## src/rtl/icache_req_arbiter_pkg.sv

```systemverilog
// Shared types for the ICache request arbiter: address/data widths, the
// valid/ready handshake bundle and the owner tag tracked per outstanding request.
package icache_req_arbiter_pkg;

    localparam int VLEN            = 32;
    localparam int ILEN            = 32;
    localparam int INSTR_PER_FETCH = 2;

    typedef logic [VLEN-1:0]                       vaddr_t;
    typedef logic [INSTR_PER_FETCH-1:0][ILEN-1:0]  fetch_data_t;

    typedef struct packed {
        logic valid;
        logic ready;
    } handshake_t;

    typedef enum logic {
        OWN_FETCH = 1'b0,
        OWN_PF    = 1'b1
    } icache_owner_e;

    typedef struct packed {
        icache_owner_e owner;
        logic          squashed;
    } icache_tag_t;

endpackage

```

## src/rtl/icache_owner_fifo.sv

```systemverilog
// In-order FIFO of owner tags for accepted ICache requests; squash_all marks
// every stored entry as squashed so its late response is drained and dropped.
module icache_owner_fifo
    import icache_req_arbiter_pkg::*;
#(
    parameter int DEPTH = 2
) (
    input  logic        clk,
    input  logic        rst,
    input  logic        push,
    input  icache_tag_t push_tag,
    input  logic        pop,
    input  logic        squash_all,
    output icache_tag_t head_tag,
    output logic        empty,
    output logic        full
);

    localparam int PTR_W = (DEPTH > 1) ? $clog2(DEPTH) : 1;
    localparam int CNT_W = $clog2(DEPTH + 1);

    icache_tag_t        mem [DEPTH];
    logic [PTR_W-1:0]   wr_ptr;
    logic [PTR_W-1:0]   rd_ptr;
    logic [CNT_W-1:0]   count;
    logic               do_push;
    logic               do_pop;

    function automatic logic [PTR_W-1:0] ptr_inc(input logic [PTR_W-1:0] p);
        return (p == PTR_W'(DEPTH - 1)) ? '0 : p + PTR_W'(1);
    endfunction

    assign empty    = (count == '0);
    assign full     = (count == CNT_W'(DEPTH));
    assign do_push  = push && !full;
    assign do_pop   = pop && !empty;
    assign head_tag = mem[rd_ptr];

    // NOTE: sequential state is updated with non-blocking assignments only, so
    // every register samples the pre-edge values regardless of statement order.
    always_ff @(posedge clk) begin
        if (rst) begin
            wr_ptr <= '0;
            rd_ptr <= '0;
            count  <= '0;
        end else begin
            if (do_push) wr_ptr <= ptr_inc(wr_ptr);
            if (do_pop)  rd_ptr <= ptr_inc(rd_ptr);
            if (do_push && !do_pop)
                count <= count + CNT_W'(1);
            else if (!do_push && do_pop)
                count <= count - CNT_W'(1);
        end
    end

    // NOTE: tag storage is deliberately not reset; an entry is only read after
    // it has been written, and count/pointers alone define what is valid.
    always_ff @(posedge clk) begin
        if (squash_all) begin
            for (int i = 0; i < DEPTH; i++) mem[i].squashed <= 1'b1;
        end
        if (do_push) mem[wr_ptr] <= push_tag;
    end

endmodule

```

## src/rtl/icache_req_arbiter.sv

```systemverilog
// Shares the ICache port between demand fetch (fixed priority) and the
// next-line prefetcher, with a starvation guard and in-order response routing.
module icache_req_arbiter
    import icache_req_arbiter_pkg::*;
#(
    parameter int MAX_OUTSTANDING = 2,
    parameter int STARVE_LIMIT    = 4
) (
    input  logic        clk,
    input  logic        rst,
    input  logic        flush_i,
    input  logic        fetch_req_valid_i,
    output logic        fetch_req_ready_o,
    input  vaddr_t      fetch_req_addr_i,
    input  logic        pf_req_valid_i,
    output logic        pf_req_ready_o,
    input  vaddr_t      pf_req_addr_i,
    output handshake_t  ic_req_o,
    input  handshake_t  ic_req_i,
    output vaddr_t      ic_req_addr_o,
    input  handshake_t  ic_rsp_i,
    output handshake_t  ic_rsp_o,
    input  fetch_data_t ic_rsp_data_i,
    output logic        fetch_rsp_valid_o,
    input  logic        fetch_rsp_ready_i,
    output fetch_data_t fetch_rsp_data_o,
    output logic        pf_rsp_valid_o,
    output logic        busy_o
);

    localparam int STARVE_W = $clog2(STARVE_LIMIT + 1);

    logic                can_issue;
    logic                sel_pf;
    logic                sel_valid;
    logic                accept;
    logic                fetch_accept;
    logic                pf_accept;
    logic                fifo_pop;
    logic                fifo_empty;
    logic                fifo_full;
    icache_tag_t         head_tag;
    icache_tag_t         push_tag;
    logic [STARVE_W-1:0] starve_cnt;
    logic                unused_hs_bits;

    assign unused_hs_bits = ic_req_i.valid ^ ic_rsp_i.ready;

    // Request side: fetch wins unless the prefetcher has waited STARVE_LIMIT grants.
    assign can_issue = !rst && !flush_i && !fifo_full;
    assign sel_pf    = pf_req_valid_i &&
                       (!fetch_req_valid_i || starve_cnt == STARVE_W'(STARVE_LIMIT));
    assign sel_valid = sel_pf ? pf_req_valid_i : fetch_req_valid_i;

    assign ic_req_o.valid    = can_issue && sel_valid;
    assign ic_req_o.ready    = 1'b0;
    assign ic_req_addr_o     = sel_pf ? pf_req_addr_i : fetch_req_addr_i;
    assign fetch_req_ready_o = !sel_pf && can_issue && ic_req_i.ready;
    assign pf_req_ready_o    = sel_pf && can_issue && ic_req_i.ready;

    assign accept       = ic_req_o.valid && ic_req_i.ready;
    assign fetch_accept = accept && !sel_pf;
    assign pf_accept    = accept && sel_pf;
    assign push_tag     = '{owner: sel_pf ? OWN_PF : OWN_FETCH, squashed: 1'b0};

    always_ff @(posedge clk) begin
        if (rst || flush_i || pf_accept || !pf_req_valid_i)
            starve_cnt <= '0;
        else if (fetch_accept && starve_cnt != STARVE_W'(STARVE_LIMIT))
            starve_cnt <= starve_cnt + STARVE_W'(1);
    end

    icache_owner_fifo #(
        .DEPTH (MAX_OUTSTANDING)
    ) u_owner_fifo (
        .clk        (clk),
        .rst        (rst),
        .push       (accept),
        .push_tag   (push_tag),
        .pop        (fifo_pop),
        .squash_all (flush_i),
        .head_tag   (head_tag),
        .empty      (fifo_empty),
        .full       (fifo_full)
    );

    // Response side: zero-latency routing by the owner at the FIFO head.
    // NOTE: every output of this block gets a default first so no path infers a latch.
    always_comb begin
        ic_rsp_o          = '0;
        fetch_rsp_valid_o = 1'b0;
        pf_rsp_valid_o    = 1'b0;
        fifo_pop          = 1'b0;
        if (!fifo_empty) begin
            if (flush_i || head_tag.squashed) begin
                ic_rsp_o.ready = 1'b1;
                fifo_pop       = ic_rsp_i.valid;
            end else if (head_tag.owner == OWN_FETCH) begin
                fetch_rsp_valid_o = ic_rsp_i.valid;
                ic_rsp_o.ready    = fetch_rsp_ready_i;
                fifo_pop          = ic_rsp_i.valid && fetch_rsp_ready_i;
            end else begin
                pf_rsp_valid_o = ic_rsp_i.valid;
                ic_rsp_o.ready = 1'b1;
                fifo_pop       = ic_rsp_i.valid;
            end
        end
    end

    assign fetch_rsp_data_o = ic_rsp_data_i;
    assign busy_o           = !fifo_empty;

    // A response with nothing outstanding means the ICache and this block disagree.
    a_no_orphan_rsp: assert property (@(posedge clk) disable iff (rst)
        !(ic_rsp_i.valid && fifo_empty));

endmodule

```

## config.mk

```make
export PLATFORM = sky130hd
export DESIGN_NAME = icache_req_arbiter
export DESIGN_NICKNAME = d
export VERILOG_FILES = /design/src/rtl/icache_req_arbiter_pkg.sv /design/src/rtl/icache_owner_fifo.sv /design/src/rtl/icache_req_arbiter.sv
export SDC_FILE = /design/constraint.sdc
export NUM_CORES = 1
export LEC_CHECK = 0
export BUFFER_PORTS_ARGS = -buffer_cell sky130_fd_sc_hd__buf_2
export CORE_AREA = 2 2 95 97
export CTS_BUF_LIST = sky130_fd_sc_hd__clkbuf_2 sky130_fd_sc_hd__clkbuf_4 sky130_fd_sc_hd__clkbuf_8
export CTS_CLUSTER_DIAMETER = 100
export DETAILED_ROUTE_END_ITERATION = 10
export DIE_AREA = 0 0 97 99
export PLACE_DENSITY = 0.55
export SETUP_SLACK_MARGIN = 0.15
export SLEW_MARGIN = 30
export SYNTH_ARGS = -nofsm -noshare
export SYNTH_HDL_FRONTEND = slang
export SYNTH_SLANG_ARGS = --single-unit
export TNS_END_PERCENT = 5
```

## constraint.sdc

```tcl
create_clock -name clk -period 2 [get_ports clk]
set_input_delay 0.1 -clock clk [delete_from_list [all_inputs] [get_ports clk]]
set_output_delay 0.1 -clock clk [all_outputs]
set_load 0.02 [all_outputs]
```

==> impl_metrics.env, run 1 <==
export IMPL_status="completed"
export IMPL_max_freq_mhz=549
export IMPL_slew_viol_final=0
export IMPL_yosys_register_bits=12
export IMPL_area_delta_synth_final_pct=48.5
export IMPL_cts_root_buf="clkbuf_8"
export IMPL_clk_latency_ns=0.24
export IMPL_r2r_end="u_owner_fifo.count[1]"
export IMPL_crit_chain="inv_2 > ha_4 > nand2_4 > nand2_4 > nand2_4 > buf_6 > buf_12 > mux2_4 > buf_4"
export IMPL_netlist_area_um2=1510
export IMPL_clkTransAtPathRegs_ns=0.06
export IMPL_drive_above_1_share=0.724
export IMPL_final_nets=381
export IMPL_path_buf_inv=4
export IMPL_num_rows=34
export IMPL_maxCapViolCount=0
export IMPL_cp_required_ns=1.90
export IMPL_wl_um=5510
export IMPL_grt_pass1_wl_um=7670
export IMPL_wl_met3_um=569
export IMPL_cts_buffers_inserted=3
export IMPL_finalSetupTns_ns=0
export IMPL_antenna_left=0
export IMPL_routedWlPerCell_um=15.8
export IMPL_period_minus_slack_ns=1.82
export IMPL_grt_pass1_vias=1375
export IMPL_rr_worst_depth=6
export IMPL_grt_remaining_overflow=0
export IMPL_whs_endpoint="u_owner_fifo.count[0]"
export IMPL_p_per_area_nw_per_um2=552
export IMPL_setup_viol=0
export IMPL_crit_family="buffers and inverters"
export IMPL_drc=0
export IMPL_fin_total_pwr_mw=1.24
export IMPL_synth_top_cells_by_area="buf_4 (33%), mux2_2 (24%), dfxtp_1 (13%)"
export IMPL_min_path_cells=2
export IMPL_critPathKind="flop to output port"
export IMPL_hold_buffers=0
export IMPL_worstPathArrival_ns=1.72
export IMPL_fin_worst_skew_ns=0.00362
export IMPL_r2r_start="u_owner_fifo.count[1]"
export IMPL_yosysTopAreaCell="buf_4"
export IMPL_io_buffers=110
export IMPL_ys_types=27
export IMPL_async_flop_share=0
export IMPL_die_area_um2=9600
export IMPL_hold_viol_final=0
export IMPL_start_kind="flop"
export IMPL_synthTopCellsByCount="buf_4 (66), mux2_2 (32), nor2_1 (11)"
export IMPL_crit_path_max_fanout=8
export IMPL_crit_top_cell="nand2_4"
export IMPL_h_tree_depth=1
export IMPL_grt_max_degree=11
export IMPL_hold_worst_slack_ns=0.123
export IMPL_dr_first_iter_drc_count=12
export IMPL_synth_edf_count=2
export IMPL_gp_congestion=0.788
export IMPL_track_usage=0.103
export IMPL_ys_seq_area_frac=0.173
export IMPL_core_um2=8550
export IMPL_met1_length_um=2200
export IMPL_yosys_warnings=0
export IMPL_p_leak_nw=1.12
export IMPL_vdd_drop_max_uv=209
export IMPL_synthFlopType="dfxtp_1"
export IMPL_met2_length_um=2570
export IMPL_netlist_instances=179
export IMPL_postLayoutCellArea_um2=2240
export IMPL_rsz0062_at_grt="true"
export IMPL_initial_core_util=0.176
export IMPL_cp_slowest_cell="dfxtp_2"
export IMPL_top_layer="met5"
export IMPL_die_h_um=99
export IMPL_hold_start="rst"
export IMPL_dp_hpwl_um=4100
export IMPL_vias=1376
export IMPL_avgSynthCellArea_um2=8.42
export IMPL_grt_antenna_before_repair=2
export IMPL_placedInstanceArea_um2=1710
export IMPL_r2r_setup_slack_ns=0.26
export IMPL_viasPerCell=3.95
export IMPL_cp_end_kind="output port"
export IMPL_hold_path_class="primary input to flop"
export IMPL_min_period_over_period=0.911
export IMPL_post_synth_top_area_fraction=0.329
export IMPL_cts_tree="built"
export IMPL_clock_sinks=12
export IMPL_dr_pass1_iters=2
export IMPL_ioPinCount=243
export IMPL_die_w_um=97
export IMPL_yosysMostFrequentCell="buf_4"
export IMPL_clock_path_buffers=2
export IMPL_critical_path_max_stage_delay_ns=0.33
-- area by class of cell --
cell class,count,area [um^2]
fill,929,6310
timing repair buffer,124,921
multi-input combinational,93,847
sequential,12,264
tap,108,135
clock buffer,3,41.3
inverter,6,22.5
clock inverter,1,3.75
antenna,1,2.50
-- where the power goes --
part           switching [mW]  internal [mW]  total, mW
logic                   0.335          0.349      0.684
clock network          0.0922          0.136      0.228
registers              0.0340          0.290      0.324
-- flip-flops by register name, indices dropped and copies added, names as in the netlist, named ones only --
register             count
u_owner_fifo.count       2
u_owner_fifo.rd_ptr      1
u_owner_fifo.mem         4
starve_cnt               3
u_owner_fifo.wr_ptr      1
-- cell families (layout without fill, tap and decap cells) --
kind of cell	after synthesis	count (layout)	share of synthesized area
compound gates	13	13	0.0498
xor+xnor	2	2	0.0116
fa+ha+maj	3	3	0.0249
buf+inv	75	134	0.354
flops	12	12	0.173
mux	32	32	0.239
other cells	1	3	0.00249
simple gates	41	41	0.145
-- worst max-delay path by stage --
stage	from	end	slack (ns)	cells past startpoint
finish	starve_cnt[1]	ic_req_addr_o[7]	0.18	9
global placement	starve_cnt[0]	ic_req_addr_o[8]	0.23	8
CTS	starve_cnt[0]	ic_req_addr_o[6]	0.09	8
detailed placement	u_owner_fifo.count[0]	u_owner_fifo.count[1]	0.17	6
floorplan	u_owner_fifo.count[1]	u_owner_fifo.count[1]	0.29	6
global route	starve_cnt[0]	ic_req_addr_o[13]	0.11	9
-- routing by layer --
metal,track usage,vias up
li1,-,649
met3,0.0383,22
met4,0.0509,2
met1,0.124,626
met2,0.163,77
met5,0,-
-- through the flow --
| stage | setup slack, ns | cells | util |
|---|---|---|---|
| after CTS | 0.0907 | 344 | 0.230 |
| after detailed placement | 0.166 | 331 | 0.200 |
| after global placement | 0.227 | 331 | 0.200 |
| after floorplan | 0.288 | 180 | - |
| after global routing | 0.110 | 347 | 0.261 |
| final | 0.178 | 348 | 0.262 |
-- cell usage in the layout (no fill, tap or decap), types with 2 or more instances in the layout --
| master | instances |
|---|---|
| nor3b_1 | 2 |
| o21ai_0 | 2 |
| buf_16 | 3 |
| xor2_1 | 2 |
| a21oi_1 | 7 |
| mux2_4 | 24 |
| nor2_4 | 2 |
| buf_6 | 30 |
| and2_1 | 3 |
| clkbuf_8 | 3 |
| inv_1 | 4 |
| buf_2 | 78 |
| dfxtp_2 | 3 |
| edfxtp_1 | 2 |
| conb_1 | 2 |
| nand2_1 | 8 |
| ha_1 | 2 |
| nor3_1 | 4 |
| nor2_1 | 10 |
| dfxtp_1 | 7 |
| buf_4 | 12 |
| or3_1 | 4 |
| mux2_2 | 8 |
| inv_2 | 2 |
| nand2_4 | 3 |
-- timing repair --
| item | 4_1_cts | 5_1_grt |
|---|---|---|
| gates resized for setup | 26 | 79 |
| buffers inserted | 6 | 3 |
| gates cloned | 3 | 0 |
| setup endpoints to repair | 32 | 33 |
| pin swaps | 3 | 3 |
(Power assumes the default switching activity.)
==> run 2, diff against run 1 <==
- clock period: 2 -> 1.9 ns (I/O delays scaled with it)
==> run 2 against run 1 <==
Net effect: global-route usage grew 0.19 points; power grew 1.2%; routed wire length shrank 3.9%; critical path depth is the same; clock skew shrank 0.0015 ns; first-iteration DRC count grew 25%; cell area shrank 7.2%; sequential cell count is the same; die area is the same; critical path type unchanged; largest cell class unchanged; largest power group unchanged.
==> impl_metrics.env, run 2 (same netlist as run 1, synthesis figures left out) <==
export IMPL_area_delta_synth_final_pct=37.8
export IMPL_crit_path_max_fanout=8
export IMPL_maxCapViolCount=0
export IMPL_die_w_um=97
export IMPL_fin_total_pwr_mw=1.25
export IMPL_cts_buffers_inserted=3
export IMPL_final_cell_mix="buf_2 (98), mux2_2 (20), buf_6 (14)"
export IMPL_slew_viol_final=0
export IMPL_drc=0
export IMPL_clkPwrFrac=0.193
export IMPL_cp_required_ns=1.80
export IMPL_initial_core_util=0.176
export IMPL_track_usage=0.105
export IMPL_grt_pass1_vias=1380
export IMPL_cp_slowest_cell="dfxtp_2"
export IMPL_start_kind="flop"
export IMPL_num_rows=34
export IMPL_nFillCells=945
export IMPL_seq_power_share=0.271
export IMPL_switching_share=0.379
export IMPL_vdd_drop_max_uv=208
export IMPL_post_route_util=0.243
export IMPL_critical_path_max_stage_delay_ns=0.33
export IMPL_die_area_um2=9600
export IMPL_routedWlPerCell_um=15.2
export IMPL_max_freq_mhz=542
export IMPL_postLayoutCellArea_um2=2080
export IMPL_clkTransAtPathRegs_ns=0.05
export IMPL_hold_path_class="primary input to flop"
export IMPL_final_common_cell="buf_2"
export IMPL_status="completed"
export IMPL_setup_viol=0
export IMPL_p_sw_mw=0.474
export IMPL_viasPerCell=3.95
export IMPL_vias=1377
export IMPL_cts_root_buf="clkbuf_8"
export IMPL_h_tree_depth=1
export IMPL_gp_congestion=0.792
export IMPL_cp_end_kind="output port"
export IMPL_clock_path_buffers=2
export IMPL_crit_chain="inv_2 > ha_4 > nand2_2 > nand2_2 > nand2_4 > buf_6 > buf_16 > mux2_4 > buf_6"
export IMPL_hold_viol_final=0
export IMPL_grt_pass1_wl_um=7690
export IMPL_final_nets=382
export IMPL_io_buffers=110
export IMPL_grt_max_degree=18
export IMPL_antenna_left=0
export IMPL_dp_hpwl_um=4050
export IMPL_reg_top3="u_owner_fifo.mem x4, starve_cnt x3, u_owner_fifo.count x2"
export IMPL_cts_tree="built"
export IMPL_min_period_over_period=0.970
export IMPL_critPathKind="flop to output port"
export IMPL_grt_antenna_before_repair=1
export IMPL_dr_pass1_iters=4
export IMPL_die_h_um=99
export IMPL_combPwrFrac=0.536
export IMPL_clock_sinks=12
export IMPL_largest_register_ff_count=4
export IMPL_rsz0062_at_grt="true"
export IMPL_ioPinCount=243
export IMPL_wl_um=5290
export IMPL_clk_latency_ns=0.24
export IMPL_hold_worst_slack_ns=0.127
export IMPL_p_per_area_nw_per_um2=602
export IMPL_worstPathArrival_ns=1.75
export IMPL_dr_first_iter_drc_count=15
export IMPL_regMostFlops="u_owner_fifo.mem"
export IMPL_regArea_um2=263
export IMPL_core_um2=8550
export IMPL_multiInputGateArea_um2=790
export IMPL_grt_remaining_overflow=0
export IMPL_p_leak_nw=1.03
export IMPL_placedInstanceArea_um2=1730
export IMPL_drive_above_1_share=0.721
export IMPL_period_minus_slack_ns=1.84
export IMPL_p_int_mw=0.777
export IMPL_fin_worst_skew_ns=0.00209
==> run 2: power by group through the flow <==
stage          Combinational, mW  Clock [mW]  Sequential, mW
2_1_floorplan              0.572           0           0.335
3_3_place_gp               0.592           0           0.341
3_5_place_dp               0.596           0           0.344
4_1_cts                    0.677       0.249           0.339
5_1_grt                    0.727       0.263           0.345
6_report                   0.670       0.241           0.339
==> run 2: path summary, 6_finish.rpt <==
| path | from | to | cells after the start | slack, ns |
|---|---|---|---|---|
| worst max-delay path | starve_cnt[1] | ic_req_addr_o[13] | 9 | 0.06 |
| worst min-delay path | rst | u_owner_fifo.count[1] | 2 | 0.13 |
| worst max register to register | flop | u_owner_fifo.count[1] | 7 | 0.17 |
| worst min register to register | u_owner_fifo.wr_ptr | u_owner_fifo.mem[1][0] | 1 | 0.49 |
==> run 2: final cells by class <==
type | count | share of cell area
Inverter | 6 | 0.0108
Antenna cell | 1 | 0.00121
Sequential cell | 12 | 0.127
Timing Repair Buffer | 125 | 0.394
Clock buffer | 3 | 0.0199
Clock inverter | 1 | 0.00181
Tap cell | 108 | 0.0651
Multi-Input combinational cell | 93 | 0.380
==> run 2: critical path: cells and delay by family, from the launching register on <==
family	cells	cell delay (ns)
adders and majority gates	1	0.15
DFF	1	0.33
muxes	1	0.31
buffers and inverters	4	0.44
and+or+nand+nor	3	0.26
==> run 2: what timing repair did <==
action                     4_1_cts  5_1_grt
buffers inserted                 5        3
gates resized for setup         46        6
setup endpoints to repair       35       35
hold buffers                     0        0
gates cloned                     3        0
pin swaps                        3        3
==> run 2: per-layer routing <==
metal  GRT usage  routed length (um)  vias up
met1       0.127                2150      627
met5           0                   0        -
met2       0.173                2500       81
li1            -                   -      651
met3      0.0319                 502       18
met4      0.0477                 136        0
==> run 2: through the flow <==
step / cells / setup slack, ns / TNS (ns)
5_1_grt: 348 / -0.00753 / -0.0134
3_3_place_gp: 333 / 0.0900 / 0
3_5_place_dp: 333 / 0.0539 / 0
6_report: 349 / 0.0561 / 0
4_1_cts: 345 / 0.0392 / 0
2_1_floorplan: 180 / 0.188 / 0
